[src/rtl/keyboard_reader.sv]
// PS/2 keyboard receiver: conditions the raw PS/2 lines, deserialises 11-bit frames
// and folds E0/F0 prefixes into a 32-bit key event word.
module keyboard_reader #(
  parameter int TIMEOUT_CYC = 20000,
  parameter int FILT_LEN    = 4
) (
  input  logic        clk,
  input  logic        reset,
  input  logic        ps2_clk,
  input  logic        ps2_data,
  output logic [31:0] keyb_char,
  output logic        key_valid,
  output logic        frame_err
);

  localparam int FCW = (FILT_LEN > 1) ? $clog2(FILT_LEN) : 1;
  localparam int TCW = $clog2(TIMEOUT_CYC + 1);

  localparam logic [1:0] ST_IDLE   = 2'd0;
  localparam logic [1:0] ST_DATA   = 2'd1;
  localparam logic [1:0] ST_PARITY = 2'd2;
  localparam logic [1:0] ST_STOP   = 2'd3;

  localparam logic [7:0] CODE_EXT = 8'hE0;
  localparam logic [7:0] CODE_BRK = 8'hF0;

  // Two-stage synchronisers for both PS/2 lines
  logic [1:0] clk_sync_reg;
  logic [1:0] data_sync_reg;
  logic       clk_synced;
  logic       data_synced;

  always_ff @(posedge clk) begin
    if (!reset) begin
      clk_sync_reg  <= 2'b11;
      data_sync_reg <= 2'b11;
    end else begin
      clk_sync_reg  <= {clk_sync_reg[0], ps2_clk};
      data_sync_reg <= {data_sync_reg[0], ps2_data};
    end
  end

  assign clk_synced  = clk_sync_reg[1];
  assign data_synced = data_sync_reg[1];

  // Glitch filter: a new clock level is accepted after FILT_LEN consecutive samples
  logic           filt_level_reg;
  logic [FCW-1:0] filt_cnt_reg;
  logic           strobe_reg;
  logic           strobe_bit_reg;

  always_ff @(posedge clk) begin
    if (!reset) begin
      filt_level_reg <= 1'b1;
      filt_cnt_reg   <= '0;
      strobe_reg     <= 1'b0;
      strobe_bit_reg <= 1'b1;
    end else begin
      strobe_reg <= 1'b0;
      if (clk_synced == filt_level_reg) begin
        filt_cnt_reg <= '0;
      end else if (filt_cnt_reg == FCW'(FILT_LEN - 1)) begin
        filt_level_reg <= clk_synced;
        filt_cnt_reg   <= '0;
        strobe_reg     <= ~clk_synced;
        strobe_bit_reg <= data_synced;
      end else begin
        filt_cnt_reg <= filt_cnt_reg + 1'b1;
      end
    end
  end

  // Frame deserialiser with mid-frame timeout
  logic [1:0]     state_reg;
  logic [2:0]     bit_cnt_reg;
  logic [7:0]     shift_reg;
  logic           par_ok_reg;
  logic [TCW-1:0] to_cnt_reg;
  logic           byte_valid_reg;
  logic [7:0]     byte_reg;
  logic           err_stage_reg;

  always_ff @(posedge clk) begin
    if (!reset) begin
      state_reg      <= ST_IDLE;
      bit_cnt_reg    <= '0;
      shift_reg      <= '0;
      par_ok_reg     <= 1'b0;
      to_cnt_reg     <= '0;
      byte_valid_reg <= 1'b0;
      byte_reg       <= '0;
      err_stage_reg  <= 1'b0;
    end else begin
      byte_valid_reg <= 1'b0;
      err_stage_reg  <= 1'b0;
      if (strobe_reg) begin
        to_cnt_reg <= '0;
        case (state_reg)
          ST_IDLE: begin
            if (!strobe_bit_reg) begin
              state_reg   <= ST_DATA;
              bit_cnt_reg <= '0;
            end
          end
          ST_DATA: begin
            shift_reg   <= {strobe_bit_reg, shift_reg[7:1]};
            bit_cnt_reg <= bit_cnt_reg + 1'b1;
            if (bit_cnt_reg == 3'd7) begin
              state_reg <= ST_PARITY;
            end
          end
          ST_PARITY: begin
            par_ok_reg <= (^shift_reg) ^ strobe_bit_reg;
            state_reg  <= ST_STOP;
          end
          default: begin
            state_reg <= ST_IDLE;
            if (strobe_bit_reg && par_ok_reg) begin
              byte_valid_reg <= 1'b1;
              byte_reg       <= shift_reg;
            end else begin
              err_stage_reg <= 1'b1;
            end
          end
        endcase
      end else if (state_reg != ST_IDLE) begin
        if (to_cnt_reg == TCW'(TIMEOUT_CYC - 1)) begin
          err_stage_reg <= 1'b1;
          state_reg     <= ST_IDLE;
          to_cnt_reg    <= '0;
        end else begin
          to_cnt_reg <= to_cnt_reg + 1'b1;
        end
      end else begin
        to_cnt_reg <= '0;
      end
    end
  end

  // Prefix folding; byte_valid and err_stage are exclusive, so the pulses never overlap
  logic       ext_flag_reg;
  logic       brk_flag_reg;
  logic [9:0] event_reg;
  logic       key_valid_reg;
  logic       frame_err_reg;

  always_ff @(posedge clk) begin
    if (!reset) begin
      ext_flag_reg  <= 1'b0;
      brk_flag_reg  <= 1'b0;
      event_reg     <= '0;
      key_valid_reg <= 1'b0;
      frame_err_reg <= 1'b0;
    end else begin
      key_valid_reg <= 1'b0;
      frame_err_reg <= err_stage_reg;
      if (byte_valid_reg) begin
        if (byte_reg == CODE_EXT) begin
          ext_flag_reg <= 1'b1;
        end else if (byte_reg == CODE_BRK) begin
          brk_flag_reg <= 1'b1;
        end else begin
          event_reg     <= {brk_flag_reg, ext_flag_reg, byte_reg};
          key_valid_reg <= 1'b1;
          ext_flag_reg  <= 1'b0;
          brk_flag_reg  <= 1'b0;
        end
      end
    end
  end

  assign keyb_char = {22'b0, event_reg};
  assign key_valid = key_valid_reg;
  assign frame_err = frame_err_reg;

endmodule

[config.mk]
export PLATFORM = sky130hd
export DESIGN_NAME = keyboard_reader
export DESIGN_NICKNAME = d
export VERILOG_FILES = /design/src/rtl/keyboard_reader.sv
export SDC_FILE = /design/constraint.sdc
export NUM_CORES = 1
export LEC_CHECK = 0
export BUFFER_PORTS_ARGS = -buffer_cell sky130_fd_sc_hd__buf_2
export CORE_MARGIN = 2
export CORE_UTILIZATION = 45
export DETAILED_ROUTE_END_ITERATION = 6
export PLACE_DENSITY = 0.65
export SYNTH_ARGS = -nofsm -noshare
export SYNTH_HDL_FRONTEND = slang
export SYNTH_SLANG_ARGS = --single-unit
[constraint.sdc]
create_clock -name clk -period 4.1 [get_ports clk]
set_input_delay 0.82 -clock clk [delete_from_list [all_inputs] [get_ports clk]]
set_output_delay 0.82 -clock clk [all_outputs]
set_load 0.1 [all_outputs]
==> impl_metrics.json <==
{
  "pwr-share-seq_pct": 45.8,
  "netlist_instances": 282,
  "die_area_um2": 6590,
  "wirelength_um": 4070,
  "min_period_over_period_pct": 46.9,
  "die_x_um": 81.2,
  "synth.top_cells.by_area": "dfxtp_1, buf_4, nand2_1",
  "yosys.area_share.simple_pct": 19.7,
  "yosysTopAreaCell": "dfxtp_1",
  "post-route-min-period_ps": 1920,
  "drc": 0,
  "yosysMostFrequentCell": "dfxtp_1",
  "grtUsageTotal_pct": 14.0,
  "largest_register_ffs": 15,
  "powerDensity_nw_per_um2": 451,
  "drt_iter0_drc": 67,
  "cpMaxStageDelayCell": "ha_1",
  "numCtsBuffers": 9,
  "synth_top_family_by_area": "simple AND/OR/NAND/NOR gates",
  "synth-main-ff-cell": "dfxtp_1",
  "ir_drop_uv": 318,
  "synth_edf_count": 0,
  "pwr-share-comb_pct": 7.6,
  "synth.yosys.warnings": 0,
  "endpoint_kind": "flip-flop",
  "cp_max_fo": 13,
  "p_leak_nw": 1.12,
  "fin_nets": 308,
  "grt_pass1_vias": 1595,
  "ant_nets": 0,
  "fin_area_um2": 2930,
  "hp-class": "flip-flop to flip-flop",
  "vias": 1782,
  "yosysSeqAreaShare_pct": 46.3,
  "hold_viol": 0,
  "total_power_w": 0.00132,
  "cts_hold_buf": 0,
  "crit_start": "state_reg[1]",
  "r2r-start": "state_reg[1]",
  "initial_core_util_pct": 45.8,
  "cts_buffer_depth": 2,
  "fin_hold_ws_ps": 406,
  "routed_via_density": 4.76,
  "tightest_slew_ps": 624,
  "synth_common_cells": "dfxtp_1, nand2_1, buf_4",
  "p_int_w": 0.00100,
  "slew_headroom_pct": 58.3,
  "min_from": "data_sync_reg[0]",
  "grt_pass1_wl_um": 6900,
  "slowest_delay_ps": 440,
  "synthAdderAreaFrac_pct": 3.73,
  "ys_ff_latch": 62,
  "dpl.hpwl_um": 2770,
  "pin_count": 38,
  "cts-resized-gates": 0,
  "yosys.cell_types.count": 39,
  "num_antenna_cells": 0,
  "power_frac_clock_pct": 46.6,
  "root_buffer": "clkbuf_8",
  "critical-path-top-delay-family": "simple AND/OR/NAND/NOR gates",
  "synth_area_um2": 2680,
  "final_util_pct": 50.0,
  "cts.sinks": 62,
  "worst-path-buf-inv": 1,
  "status": "finished clean",
  "tritoncts": "done",
  "cap_violations": 0,
  "netlist.area_leader.share_pct": 46.3,
  "die_y_um": 81.2,
  "routedWlPerCell_um": 10.9,
  "drv_slew": 0,
  "p_sw_share_pct": 23.9,
  "path_class": "flip-flop to flip-flop",
  "synth.avg_cell_area_um2": 9.50,
  "start_kind": "flip-flop",
  "grt-ovfl-total": 0,
  "antenna_found_initial": 0,
  "cts_setup_buffers": 0,
  "rsz0062_at_grt": "false",
  "crit_chain": "inv_1 -> ha_1 -> nand2_1 -> o221ai_2 -> mux2i_1 -> and2_1",
  "async_reset_ff_share_pct": 0,
  "syn_to_final_growth_pct": 9.20,
  "htreeDepth": 3,
  "synth_compound_gate_area_share_pct": 12.2,
  "clk_latency_ps": 340,
  "arrival_ps": 2200,
  "place_area_um2": 2700,
  "coreArea_um2": 5850,
  "fin_tns_setup_ps": 0,
  "muxShareOfSynthArea_pct": 1.12,
  "clk_pin_slew_ps": 70,
  "gp_congestion": 0.707,
  "fin_worst_skew_ps": 8.55,
  "grt_start_max_net_pins": 38,
  "synth_xor_area_share_pct": 7.38,
  "worstPathRequired_ps": 4370,
  "drive_gt1_share_pct": 11.7,
  "setup_viol": 0,
  "p_sw_w": 0.000316,
  "placementRows": 28,
  "port_buffers": 15,
  "clock.fmax_mhz": 520,
  "drtPass1Iterations": 4
}
==> worst register-to-register path, delay by kind of cell (launching register included) <==
| family | cells | cell delay [ps] |
|---|---|---|
| mux | 1 | 220 |
| fa+ha+maj | 1 | 440 |
| flops | 1 | 320 |
| compound gates | 1 | 330 |
| simple gates | 2 | 460 |
| buf+inv | 1 | 90 |
==> final timing paths <==
check                                        end  slack (ps)  cells after the start
worst min register to register  data_sync_reg[1]         410                      1
worst max-delay path                state_reg[0]        2180                      6
worst max register to register      state_reg[0]        2180                      6
worst min-delay path            data_sync_reg[1]         410                      1
==> kinds of logic after synthesis <==
family	count (synthesis)
DFF	62
adders and majority gates	8
AOI/OAI and AO/OA	41
other	1
buffers and inverters	40
and+or+nand+nor	106
xor gates and xnor gates	21
muxes	3
==> layer usage <==
metal	global-route usage [%]	wire length [um]
met1	16.3	1990
met4	5.59	65
met3	6.67	194
met2	22.1	1830
met5	0	0
==> area by class of cell <==
cell class / instances / area (um2)
clock buffer: 9 / 124
clock inverter: 5 / 100
fill: 562 / 2920
inverter: 7 / 26.3
multi-input combinational: 201 / 1270
sequential: 62 / 1240
tap: 75 / 93.8
timing repair buffer: 15 / 75.1
==> cell usage in the layout, fill, tap and decap left out, drive strengths merged <==
cell type,netlist,final
a21boi,19,19
a22o,10,10
a32oi,3,3
and2,4,4
and3,4,4
and4b,3,3
buf,28,15
bufinv,0,3
clkbuf,5,9
clkinv,0,2
conb,1,22
dfxtp,62,62
ha,8,8
inv,7,7
mux2i,3,3
nand2,38,38
nand2b,4,4
nand3,17,17
nand3b,1,1
nand4,4,4
nand4b,1,1
nor2,19,19
nor2b,3,3
nor3,3,3
nor4b,2,2
nor4bb,1,1
o21a,4,4
o21ai,4,4
o221ai,1,1
or2,1,1
or4,1,1
xnor2,10,10
xnor3,1,1
xor2,10,10
==> through the flow <==
step           cells  setup WS (ps)
6_report         374           2180
5_1_grt          374           2010
4_1_cts          374           2140
3_5_place_dp     360           1980
3_3_place_gp     360           2000
2_1_floorplan    303           2360
==> power groups by stage <==
stage / sequential [W] / combinational (W) / clock [W]
after floorplan: 0.000618 / 0.000114 / 0
after global routing: 0.000605 / 0.000103 / 0.000665
after detailed placement: 0.000619 / 0.0000997 / 0
after CTS: 0.000605 / 0.0000997 / 0.000635
after global placement: 0.000619 / 0.0000998 / 0
final: 0.000605 / 0.0000997 / 0.000615
Note: power is estimated with default switching activity, not from simulation.
